--- src/rtl/prp_pipe_pkg.sv ---
// Shared types for the PRP pipeline hazard controller: scoreboard entry, FSM states, select codes.
package prp_pipe_pkg;

    // Entries carry a fixed-width rd; narrower register files zero-extend into it.
    localparam int unsigned RegAddrWMax = 8;
    localparam int unsigned SEL_RF      = 0;

    typedef enum logic [0:0] {
        RUN,
        WAIT
    } fsm_e;

    typedef struct packed {
        logic                   valid;
        logic                   wr;
        logic [RegAddrWMax-1:0] rd;
        logic                   load;
    } sb_entry_t;

endpackage

--- src/rtl/pipe_hazard_ctrl_if.sv ---
// ID-stage request and control-output bundle between the pipeline and the hazard controller.
interface pipe_hazard_ctrl_if #(
    parameter int unsigned REG_ADDR_W = 5,
    parameter int unsigned DEPTH      = 2,
    parameter int unsigned SEL_W      = 3
);
    logic                  id_valid;
    logic [REG_ADDR_W-1:0] id_ra;
    logic [REG_ADDR_W-1:0] id_rb;
    logic                  id_ra_used;
    logic                  id_rb_used;
    logic [REG_ADDR_W-1:0] id_rd;
    logic                  id_wr_en;
    logic                  id_is_load;
    logic                  id_is_nic;
    logic                  br_taken;
    logic                  nic_ready;
    logic                  stall;
    logic                  freeze;
    logic                  flush;
    logic [SEL_W-1:0]      fwd_sel_a;
    logic [SEL_W-1:0]      fwd_sel_b;
    logic                  nic_req;
    logic                  nic_timeout;
    logic [DEPTH-1:0]      stage_valid;

    modport master (
        output id_valid, id_ra, id_rb, id_ra_used, id_rb_used, id_rd, id_wr_en,
        output id_is_load, id_is_nic, br_taken, nic_ready,
        input  stall, freeze, flush, fwd_sel_a, fwd_sel_b, nic_req, nic_timeout, stage_valid
    );

    modport slave (
        input  id_valid, id_ra, id_rb, id_ra_used, id_rb_used, id_rd, id_wr_en,
        input  id_is_load, id_is_nic, br_taken, nic_ready,
        output stall, freeze, flush, fwd_sel_a, fwd_sel_b, nic_req, nic_timeout, stage_valid
    );
endinterface

--- src/rtl/pipe_scoreboard.sv ---
// In-flight writer shift register with youngest-first source match for both operands.
module pipe_scoreboard
    import prp_pipe_pkg::*;
#(
    parameter int unsigned DEPTH = 2,
    parameter int unsigned SEL_W = 3
) (
    input  logic                   clk,
    input  logic                   rst,
    input  logic                   shift,
    input  sb_entry_t              ins,
    input  logic [RegAddrWMax-1:0] src_a,
    input  logic [RegAddrWMax-1:0] src_b,
    input  logic                   used_a,
    input  logic                   used_b,
    output logic [SEL_W-1:0]       sel_a,
    output logic [SEL_W-1:0]       sel_b,
    output logic                   load_a,
    output logic                   load_b,
    output logic [DEPTH-1:0]       valid
);

    sb_entry_t sb_q [1:DEPTH];

    function automatic logic hit(input sb_entry_t e, input logic [RegAddrWMax-1:0] src);
        return e.valid && e.wr && (e.rd == src);
    endfunction

    always_ff @(posedge clk or negedge rst) begin
        if (!rst) begin
            for (int k = 1; k <= int'(DEPTH); k++) sb_q[k] <= '0;
        end else if (shift) begin
            sb_q[1] <= ins;
            for (int k = 2; k <= int'(DEPTH); k++) sb_q[k] <= sb_q[k-1];
        end
    end

    // Walk oldest to youngest so the youngest match overwrites.
    always_comb begin
        sel_a  = SEL_W'(SEL_RF);
        sel_b  = SEL_W'(SEL_RF);
        load_a = 1'b0;
        load_b = 1'b0;
        for (int k = int'(DEPTH); k >= 1; k--) begin
            if (used_a && hit(sb_q[k], src_a)) begin
                sel_a  = SEL_W'(k);
                load_a = sb_q[k].load;
            end
            if (used_b && hit(sb_q[k], src_b)) begin
                sel_b  = SEL_W'(k);
                load_b = sb_q[k].load;
            end
        end
    end

    always_comb begin
        valid = '0;
        for (int k = 1; k <= int'(DEPTH); k++) valid[k-1] = sb_q[k].valid;
    end

endmodule

--- src/rtl/pipe_hazard_ctrl.sv ---
// Hazard/forwarding/stall controller: load-use stalls, NIC ready/timeout handshake, branch flush.
module pipe_hazard_ctrl
    import prp_pipe_pkg::*;
#(
    parameter int unsigned REG_ADDR_W  = 5,
    parameter int unsigned DEPTH       = 2,
    parameter int unsigned LOAD_STAGE  = 1,
    parameter int unsigned FLUSH_SLOTS = 1,
    parameter int unsigned NIC_TMO     = 15,
    parameter int unsigned SEL_W       = 3
) (
    input logic               clk,
    input logic               rst,
    pipe_hazard_ctrl_if.slave bus
);

    localparam int unsigned      CntW         = $clog2(NIC_TMO + 1);
    localparam logic [SEL_W-1:0] LoadStageSel = SEL_W'(LOAD_STAGE);
    localparam logic [1:0]       FlushInit    = 2'(FLUSH_SLOTS - 1);

    fsm_e            state_q, state_d;
    logic [CntW-1:0] cnt_q, cnt_d;
    logic [1:0]      fcnt_q, fcnt_d;

    logic [SEL_W-1:0] sel_a, sel_b;
    logic             load_a, load_b;
    logic             in_wait, load_use, wait_done, shift;
    logic             stall_c, freeze_c, flush_c, nic_req_c, tmo_c;
    sb_entry_t        ins;

    pipe_scoreboard #(
        .DEPTH (DEPTH),
        .SEL_W (SEL_W)
    ) u_scoreboard (
        .clk    (clk),
        .rst    (rst),
        .shift  (shift),
        .ins    (ins),
        .src_a  (RegAddrWMax'(bus.id_ra)),
        .src_b  (RegAddrWMax'(bus.id_rb)),
        .used_a (bus.id_ra_used),
        .used_b (bus.id_rb_used),
        .sel_a  (sel_a),
        .sel_b  (sel_b),
        .load_a (load_a),
        .load_b (load_b),
        .valid  (bus.stage_valid)
    );

    // Outputs are gated by rst so they read 0 while reset is held, whatever ID presents.
    always_comb begin
        in_wait   = (state_q == WAIT);
        load_use  = bus.id_valid && ((load_a && (sel_a < LoadStageSel)) ||
                                     (load_b && (sel_b < LoadStageSel)));
        stall_c   = rst && (in_wait || load_use);
        freeze_c  = rst && in_wait;
        nic_req_c = rst && (in_wait || (bus.id_valid && bus.id_is_nic && !stall_c));
        tmo_c     = rst && in_wait && !bus.nic_ready && (cnt_q == CntW'(NIC_TMO));
        flush_c   = rst && !stall_c && (bus.br_taken || (fcnt_q != 2'd0));
        wait_done = in_wait && (bus.nic_ready || tmo_c);
        shift     = !in_wait || wait_done;

        // A NIC access that misses ready in RUN leaves a bubble; it enters only on completion.
        ins = '0;
        if (bus.id_valid && (in_wait ? bus.nic_ready
                                     : (!stall_c && !flush_c && !(nic_req_c && !bus.nic_ready))))
        begin
            ins.valid = 1'b1;
            ins.wr    = bus.id_wr_en;
            ins.rd    = RegAddrWMax'(bus.id_rd);
            ins.load  = bus.id_is_load;
        end
    end

    always_comb begin
        state_d = state_q;
        cnt_d   = cnt_q;
        unique case (state_q)
            RUN: begin
                if (nic_req_c && !bus.nic_ready) begin
                    state_d = WAIT;
                    cnt_d   = CntW'(1);
                end
            end
            WAIT: begin
                if (wait_done) begin
                    state_d = RUN;
                    cnt_d   = '0;
                end else begin
                    cnt_d = cnt_q + 1'b1;
                end
            end
            default: state_d = RUN;
        endcase

        fcnt_d = fcnt_q;
        if (bus.br_taken && !stall_c) begin
            fcnt_d = FlushInit;
        end else if ((fcnt_q != 2'd0) && !stall_c) begin
            fcnt_d = fcnt_q - 1'b1;
        end
    end

    always_ff @(posedge clk or negedge rst) begin
        if (!rst) begin
            state_q <= RUN;
            cnt_q   <= '0;
            fcnt_q  <= '0;
        end else begin
            state_q <= state_d;
            cnt_q   <= cnt_d;
            fcnt_q  <= fcnt_d;
        end
    end

    assign bus.stall       = stall_c;
    assign bus.freeze      = freeze_c;
    assign bus.flush       = flush_c;
    assign bus.nic_req     = nic_req_c;
    assign bus.nic_timeout = tmo_c;
    assign bus.fwd_sel_a   = sel_a;
    assign bus.fwd_sel_b   = sel_b;

endmodule

--- src/flat_wrapper.sv ---
// flat-port wrapper written by rule: the top's interface ports become plain ports
module pipe_hazard_ctrl_flat import prp_pipe_pkg::*;
#(
    parameter int unsigned REG_ADDR_W  = 5,
    parameter int unsigned DEPTH       = 2,
    parameter int unsigned LOAD_STAGE  = 1,
    parameter int unsigned FLUSH_SLOTS = 1,
    parameter int unsigned NIC_TMO     = 15,
    parameter int unsigned SEL_W       = 3
)
  (clk, rst, bus_id_valid, bus_id_ra, bus_id_rb, bus_id_ra_used, bus_id_rb_used, bus_id_rd, bus_id_wr_en, bus_id_is_load, bus_id_is_nic, bus_br_taken, bus_nic_ready, bus_stall, bus_freeze, bus_flush, bus_fwd_sel_a, bus_fwd_sel_b, bus_nic_req, bus_nic_timeout, bus_stage_valid);
  pipe_hazard_ctrl_if #(.REG_ADDR_W(REG_ADDR_W), .DEPTH(DEPTH), .SEL_W(SEL_W)) bus_i ();
  input logic clk;
  input logic rst;
  input wire logic [$bits(bus_i.id_valid)-1:0] bus_id_valid;
  input wire logic [$bits(bus_i.id_ra)-1:0] bus_id_ra;
  input wire logic [$bits(bus_i.id_rb)-1:0] bus_id_rb;
  input wire logic [$bits(bus_i.id_ra_used)-1:0] bus_id_ra_used;
  input wire logic [$bits(bus_i.id_rb_used)-1:0] bus_id_rb_used;
  input wire logic [$bits(bus_i.id_rd)-1:0] bus_id_rd;
  input wire logic [$bits(bus_i.id_wr_en)-1:0] bus_id_wr_en;
  input wire logic [$bits(bus_i.id_is_load)-1:0] bus_id_is_load;
  input wire logic [$bits(bus_i.id_is_nic)-1:0] bus_id_is_nic;
  input wire logic [$bits(bus_i.br_taken)-1:0] bus_br_taken;
  input wire logic [$bits(bus_i.nic_ready)-1:0] bus_nic_ready;
  output wire logic [$bits(bus_i.stall)-1:0] bus_stall;
  output wire logic [$bits(bus_i.freeze)-1:0] bus_freeze;
  output wire logic [$bits(bus_i.flush)-1:0] bus_flush;
  output wire logic [$bits(bus_i.fwd_sel_a)-1:0] bus_fwd_sel_a;
  output wire logic [$bits(bus_i.fwd_sel_b)-1:0] bus_fwd_sel_b;
  output wire logic [$bits(bus_i.nic_req)-1:0] bus_nic_req;
  output wire logic [$bits(bus_i.nic_timeout)-1:0] bus_nic_timeout;
  output wire logic [$bits(bus_i.stage_valid)-1:0] bus_stage_valid;
  assign bus_i.id_valid = bus_id_valid;
  assign bus_i.id_ra = bus_id_ra;
  assign bus_i.id_rb = bus_id_rb;
  assign bus_i.id_ra_used = bus_id_ra_used;
  assign bus_i.id_rb_used = bus_id_rb_used;
  assign bus_i.id_rd = bus_id_rd;
  assign bus_i.id_wr_en = bus_id_wr_en;
  assign bus_i.id_is_load = bus_id_is_load;
  assign bus_i.id_is_nic = bus_id_is_nic;
  assign bus_i.br_taken = bus_br_taken;
  assign bus_i.nic_ready = bus_nic_ready;
  assign bus_stall = bus_i.stall;
  assign bus_freeze = bus_i.freeze;
  assign bus_flush = bus_i.flush;
  assign bus_fwd_sel_a = bus_i.fwd_sel_a;
  assign bus_fwd_sel_b = bus_i.fwd_sel_b;
  assign bus_nic_req = bus_i.nic_req;
  assign bus_nic_timeout = bus_i.nic_timeout;
  assign bus_stage_valid = bus_i.stage_valid;
  pipe_hazard_ctrl #(.REG_ADDR_W(REG_ADDR_W), .DEPTH(DEPTH), .LOAD_STAGE(LOAD_STAGE), .FLUSH_SLOTS(FLUSH_SLOTS), .NIC_TMO(NIC_TMO), .SEL_W(SEL_W)) u_core (.clk(clk), .rst(rst), .bus(bus_i));
endmodule
--- config.mk ---
export PLATFORM = sky130hd
export DESIGN_NAME = pipe_hazard_ctrl_flat
export DESIGN_NICKNAME = d
export VERILOG_FILES = /design/src/rtl/prp_pipe_pkg.sv /design/src/rtl/pipe_hazard_ctrl_if.sv /design/src/rtl/pipe_scoreboard.sv /design/src/rtl/pipe_hazard_ctrl.sv /design/src/flat_wrapper.sv
export SDC_FILE = /design/constraint.sdc
export NUM_CORES = 1
export LEC_CHECK = 0
export ABC_CLOCK_PERIOD_IN_PS = 1900
export CAP_MARGIN = 20
export CORE_MARGIN = 2
export CORE_UTILIZATION = 30
export CTS_BUF_LIST = sky130_fd_sc_hd__clkbuf_8 sky130_fd_sc_hd__clkbuf_16
export DETAILED_ROUTE_END_ITERATION = 10
export GPL_TIMING_DRIVEN = 0
export SLEW_MARGIN = 5
export SYNTH_ARGS = -nofsm -noshare
export SYNTH_HDL_FRONTEND = slang
export SYNTH_SLANG_ARGS = --single-unit
--- constraint.sdc ---
create_clock -name clk -period 1.9 [get_ports clk]
set_clock_uncertainty 0.2 [all_clocks]
set_input_delay 0.475 -clock clk [delete_from_list [all_inputs] [get_ports clk]]
set_output_delay 0.475 -clock clk [all_outputs]
set_load 0.02 [all_outputs]
# --- Word level (Yosys, flattened, before mapping) ---
# Index checks and enable logic that the tools add are counted.
word_totals:
  register_bits: 29
  inputBits: 25
classes:
  addsub: 2
  n_lt_le_gt_ge: 2
  eq_ne: 6
  muxes: 18
  bitwise: 1
  reduce_logical: 42
op_table:
  columns: ["operator", "count"]
  rows:
  - ["== test 8 x 5 -> 1 bit", 4]
  - ["logical AND 1 bit", 29]
  - ["two-way mux 11 bit", 1]
  - ["two-way mux 2 bit", 4]
  - ["two-way mux 4 bit", 2]
  - ["case mux 4 bit (2 select lines)", 1]
  - ["two-way mux 1 bit", 7]
  - ["logical OR 1 bit", 6]
  - ["less-than comparator 3 x 1 -> 1 bit (second input constant)", 2]
  - ["two-way mux 3 bit", 2]
  - ["zero test 1 bit", 5]
  - ["adder 4 x 1 -> 4 bit (second input constant)", 1]
  - ["== test 4 bit (second input constant)", 1]
  - ["nonzero test 2 bit", 2]
  - ["inequality test 2 x 1 -> 1 bit (second input constant)", 1]
  - ["case mux 1 bit (2 select lines)", 1]
  - ["subtractor 2 x 1 -> 2 bit (second input constant)", 1]
  - ["inverter 1 bit", 1]

# --- Longest topological paths before layout ---
depth:
  word_depth: 21
  depth_mapped: 5

# --- Cells and area by module ---
# A second synthesis with hierarchy kept.
hier_totals:
  hier_cells: 169
  area_unflattened_um2: 1825.5
modules_own_cells:
  columns: ["mod", "instances", "cells_per_inst", "area_each_um2", "seq_area_each_um2"]
  rows:
  - ["pipe_scoreboard", 1, 105, 1261.2, 550.5]
  - ["pipe_hazard_ctrl", 1, 64, 564.3, 175.2]

# --- Worst setup path before layout ---
# No wires, ideal clock.
synth_timing:
  kind: "input -> output"
  start: "input port bus_id_ra[3]"
  end: "output port bus_fwd_sel_a[1]"
  arrival_ps: 1128
  t_required_ps: 1225
  slack_ps: 97
  path_stages: 3
  path_buffers: 0
  cell_sequence: "xor2_1 -> nor4_1 -> o211a_1"
synth_between:
  elab_chain_len: 5
  elab_cells_between_ends: 8
  classes_between: "eq/ne (2); mux (2); reduce/logical (4)"
synth_lines:
  columns: ["item", "line_no", "text"]
  rows:
  - ["start, declared", "flat_wrapper.sv:16", "input wire logic [$bits(bus_i.id_ra)-1:0] bus_id_ra;"]
  - ["== test 8 x 5 -> 1 bit", "pipe_scoreboard.sv:26", "return e.valid && e.wr && (e.rd == src);"]
  - ["logical AND 1 bit", "pipe_scoreboard.sv:26", null]
  - ["logical AND 1 bit", "pipe_scoreboard.sv:45", "if (used_a && hit(sb_q[k], src_a)) begin"]
  - ["two-way mux 2 bit", "pipe_scoreboard.sv:45", null]
  - ["two-way mux 3 bit (*)", "pipe_scoreboard.sv:45", null]
  - ["end, declared", "flat_wrapper.sv:29", "output wire logic [$bits(bus_i.fwd_sel_a)-1:0] bus_fwd_sel_a;"]
# Mark *: on every way between the ends. The rest lies on a longest branch, timed or not.

# --- Final worst setup path ---
layout_timing:
  start: "register u_core.u_scoreboard.sb_q[3] (netlist bit)"
  end: "output port bus_fwd_sel_a[1]"
layout_between:
  elab_chain_len: 5
layout_lines:
  columns: ["item", "line_no", "text"]
  rows:
  - ["start, declared", "pipe_scoreboard.sv:23", "sb_entry_t sb_q [1:DEPTH];"]
  - ["== test 8 x 5 -> 1 bit", "pipe_scoreboard.sv:26", null]
  - ["logical AND 1 bit", "pipe_scoreboard.sv:26", null]
  - ["logical AND 1 bit", "pipe_scoreboard.sv:45", null]
  - ["two-way mux 2 bit", "pipe_scoreboard.sv:45", null]
  - ["two-way mux 3 bit", "pipe_scoreboard.sv:45", null]
# No other way between the ends.

==> metrics.md <==
| Metric | Value |
|---|---|
| Total instance count after detailed placement | `approximately 200` |
| Share of layout cells above drive strength 1 | `about two fifths` |
| Die area | `4640 µm²` |
| Multi-input logic area | `around 730 µm²` |
| Root Buffer | `clkbuf_8` |
| Reg2reg setup slack | `60 ps` |
| Pre-antenna DRT Iters | `4` |
| Crit path DAT | `roughly 1500 ps` |
| # rows | `23` |
| Unrepaired setup endpoints after global routing | `true` |
| Commonest non-fill, non-tap cell in the layout | `buf_4` |
| Antenna Cells | `0` |
| Final setup viols | `5` |
| H-tree Lvls | `1` |
| Minimum clock period | `between 2000 and 2500 ps` |
| Initial antenna violation count | `0` |
| Core Area | `~4000 µm²` |
| Num CTS Buffers | `3` |
| Power Density | `between 700 and 800 nW/µm²` |
| Fin cells | `226` |
| DIE HEIGHT | `roughly 68 µm` |
| Clock Sinks | `21` |
| Synthesized flop and latch total | `21` |
| Max_slew headroom | `about three fifths` |
| Vias in the first global route | `1064` |
| I/O pin total | `38` |
| Worst setup EP type | `primary output` |
| Area after DPL | `between 1500 and 2000 µm²` |
| Failing checks | `setup timing` |
| Worst endpoint required time | `about 1200 ps` |
| Post-Synthesis Cell Area | `1230 µm²` |
| Commonest non-fill, non-tap cells in the layout | `buf_4 (27), dfrtp_1 (20), xor2_1 (10), nor2_1 (9), a22o_1 (9)` |
| Max cap viols | `0` |
| HP Class | `reg -> reg` |
| Post-Route WL | `between 3 and 4 mm` |
| Crit Path Max Fanout | `3` |
| Clock buffer depth | `2` |
| Die W | `68.1 µm` |
| Grt total ovfl | `0` |
| Area Growth Syn to Fin | `54.3%` |
| Run status | `finished with violations` |
| Via density | `~4.7` |
| Worst Slack Setup Final | `-222 ps` |
| Peak supply drop | `around 0.37 mV` |
| Routed via count | `around 1100` |
| Syn Inst Count | `between 100 and 150` |
| Type of origin of the critical path | `flop` |
| Total GRT Usage | `~14%` |
| Final Cell Area | `1900 µm²` |
| Filler instances | `between 300 and 400` |
| Final hold vios | `0` |
| Worst-Skew Late Latency | `around 250 ps` |
| Routed len/inst | `approximately 14 µm` |
| Critical path type | `reg -> out` |
| Slew of the pin with the lowest slew margin | `624 ps` |
| Ys Warns | `0` |
| Seq. cell area | `527 µm²` |
| Pins Over Slew Limit | `0` |
| PortBufs | `34` |
| Peak Freq | `~470 MHz` |
| CTS tree | `yes` |
| Final antenna-violating net count | `0` |
| Final Cycle Share | `112%` |
| Pin count of the biggest net entering global routing | `15` |
| Final net count | `204` |
| Initial Util | `between 30% and 40%` |
| Placer Congestion | `approximately 0.73` |
| Register area share after synthesis | `between 40% and 50%` |
| Count of cell types in the netlist | `33` |
| Leakage | `between 0.9 and 1 nW` |
| DRT iter0 DRCs | `18` |
| Average size of a mapped cell | `10.6 µm²` |
| Global-route wire length before repair | `roughly 4.8 mm` |
| # DRC | `0` |
| Reg clk slew, reported paths | `about 70 ps` |
| Post-DP HPWL | `about 2.2 mm` |
## critical path, cell delays in order, from the launching register on
cell,delay (ps)
dfrtp_1,410
xor2_1,160
nor4_2,300
o211a_1,210
buf_6,120
## metal layers
metal	GRT usage [%]	up-vias	wire (µm)
li1	-	530	-
met1	17.5	502	1350
met2	25.1	33	1600
met3	1.64	2	192
met4	3.00	0	14
met5	0	-	0
## where the power goes
part / switching [mW] / internal (mW) / total, mW
clock network: 0.132 / 0.144 / 0.276
logic: 0.224 / 0.336 / 0.560
registers: 0.0694 / 0.509 / 0.578
total: 0.426 / 0.988 / 1.41
## through the flow
stage	setup slack, ps	power, mW	hold slack, ps	setup TNS, ps	util [%]
3_3_place_gp	-1750	0.928	305	-34790	41.3
2_1_floorplan	97.4	0.797	-20.6	0	-
6_report	-222	1.41	352	-560	47.9
5_1_grt	-273	1.51	405	-899	47.9
3_5_place_dp	-1380	0.951	317	-20420	41.7
4_1_cts	-229	1.32	331	-651	45.0
## cells in the mapped netlist
library cell / n / area [µm²]
a21o_1: 1 / 7.51
a21oi_1: 2 / 10.0
a22o_1: 9 / 78.8
a22oi_1: 1 / 7.51
a32o_1: 1 / 10.0
and2_1: 1 / 6.26
and2b_1: 1 / 7.51
and4b_1: 1 / 10.0
buf_4: 5 / 37.5
buf_6: 1 / 11.3
conb_1: 1 / 3.75
dfrtp_1: 21 / 526
ha_1: 2 / 25.0
inv_1: 5 / 18.8
mux2_2: 7 / 78.8
nand2_1: 2 / 7.51
nand2_2: 1 / 6.26
nand2b_1: 1 / 6.26
nand3_1: 4 / 20.0
nand4_1: 4 / 25.0
nand4_2: 1 / 12.5
nand4b_1: 1 / 8.76
nor2_1: 9 / 33.8
nor2b_1: 2 / 12.5
nor3_1: 1 / 5.00
nor4_1: 2 / 12.5
o211a_1: 2 / 20.0
o21ai_0: 2 / 10.0
o221a_2: 1 / 11.3
o22ai_1: 2 / 12.5
or4_1: 1 / 7.51
xnor2_1: 10 / 87.6
xor2_1: 11 / 96.3
## state kept, by name, summed over array words and instances, names as in the netlist
name and cells:
u_core.in_wait 1, u_core.fcnt_q 2, u_core.cnt_q 4, u_core.u_scoreboard.sb_q 12, u_core.u_scoreboard.valid 2
## cells by family (layout without fill, tap and decap cells)
logic type	after synthesis	after routing	synth area share (%)
other	1	2	0.304
DFF	21	21	42.6
xor gates and xnor gates	21	21	14.9
and+or+nand+nor	32	32	14.7
adders and majority gates	2	2	2.03
AOI/OAI and AO/OA	21	21	13.6
buffers and inverters	11	70	5.48
muxes	7	7	6.39
## worst paths after layout
path	startpoint	cells past startpoint	endpoint
worst max-delay path	u_core.u_scoreboard.sb_q[3]$_DFFE_PN0P_	4	bus_fwd_sel_a[1]
worst min-delay path	u_core.u_scoreboard.sb_q[9]$_DFFE_PN0P_	1	u_core.u_scoreboard.sb_q[9]$_DFFE_PN0P_
worst max register to register	u_core.fcnt_q[1]$_DFFE_PN0P_	7	u_core.u_scoreboard.sb_q[15]$_DFFE_PN0P_
worst min register to register	u_core.u_scoreboard.sb_q[9]$_DFFE_PN0P_	1	u_core.u_scoreboard.sb_q[9]$_DFFE_PN0P_
max in group asynchronous	rst	3	u_core.u_scoreboard.sb_q[15]$_DFFE_PN0P_
min in group asynchronous	rst	2	u_core.u_scoreboard.valid[1]$_DFFE_PN0P_
## final cells by class
class,instances,area share (%)
sequential,21,27.7
tap,50,3.29
inverter,5,0.986
clock inverter,1,0.197
clock buffer,3,2.17
buffer,6,2.76
timing repair buffer,55,24.5
multi-input combinational,85,38.5
## repair_timing
item / CTS / global route
endpoints found under the hold margin: 7 / 0
endpoints found under the setup margin: 32 / 22
pin swaps: 22 / 9
gates cloned: 0 / 0
buffers inserted: 9 / 9
hold buffers: 2 / 0
resized for setup: 100 / 12
(Power assumes the default switching activity.)
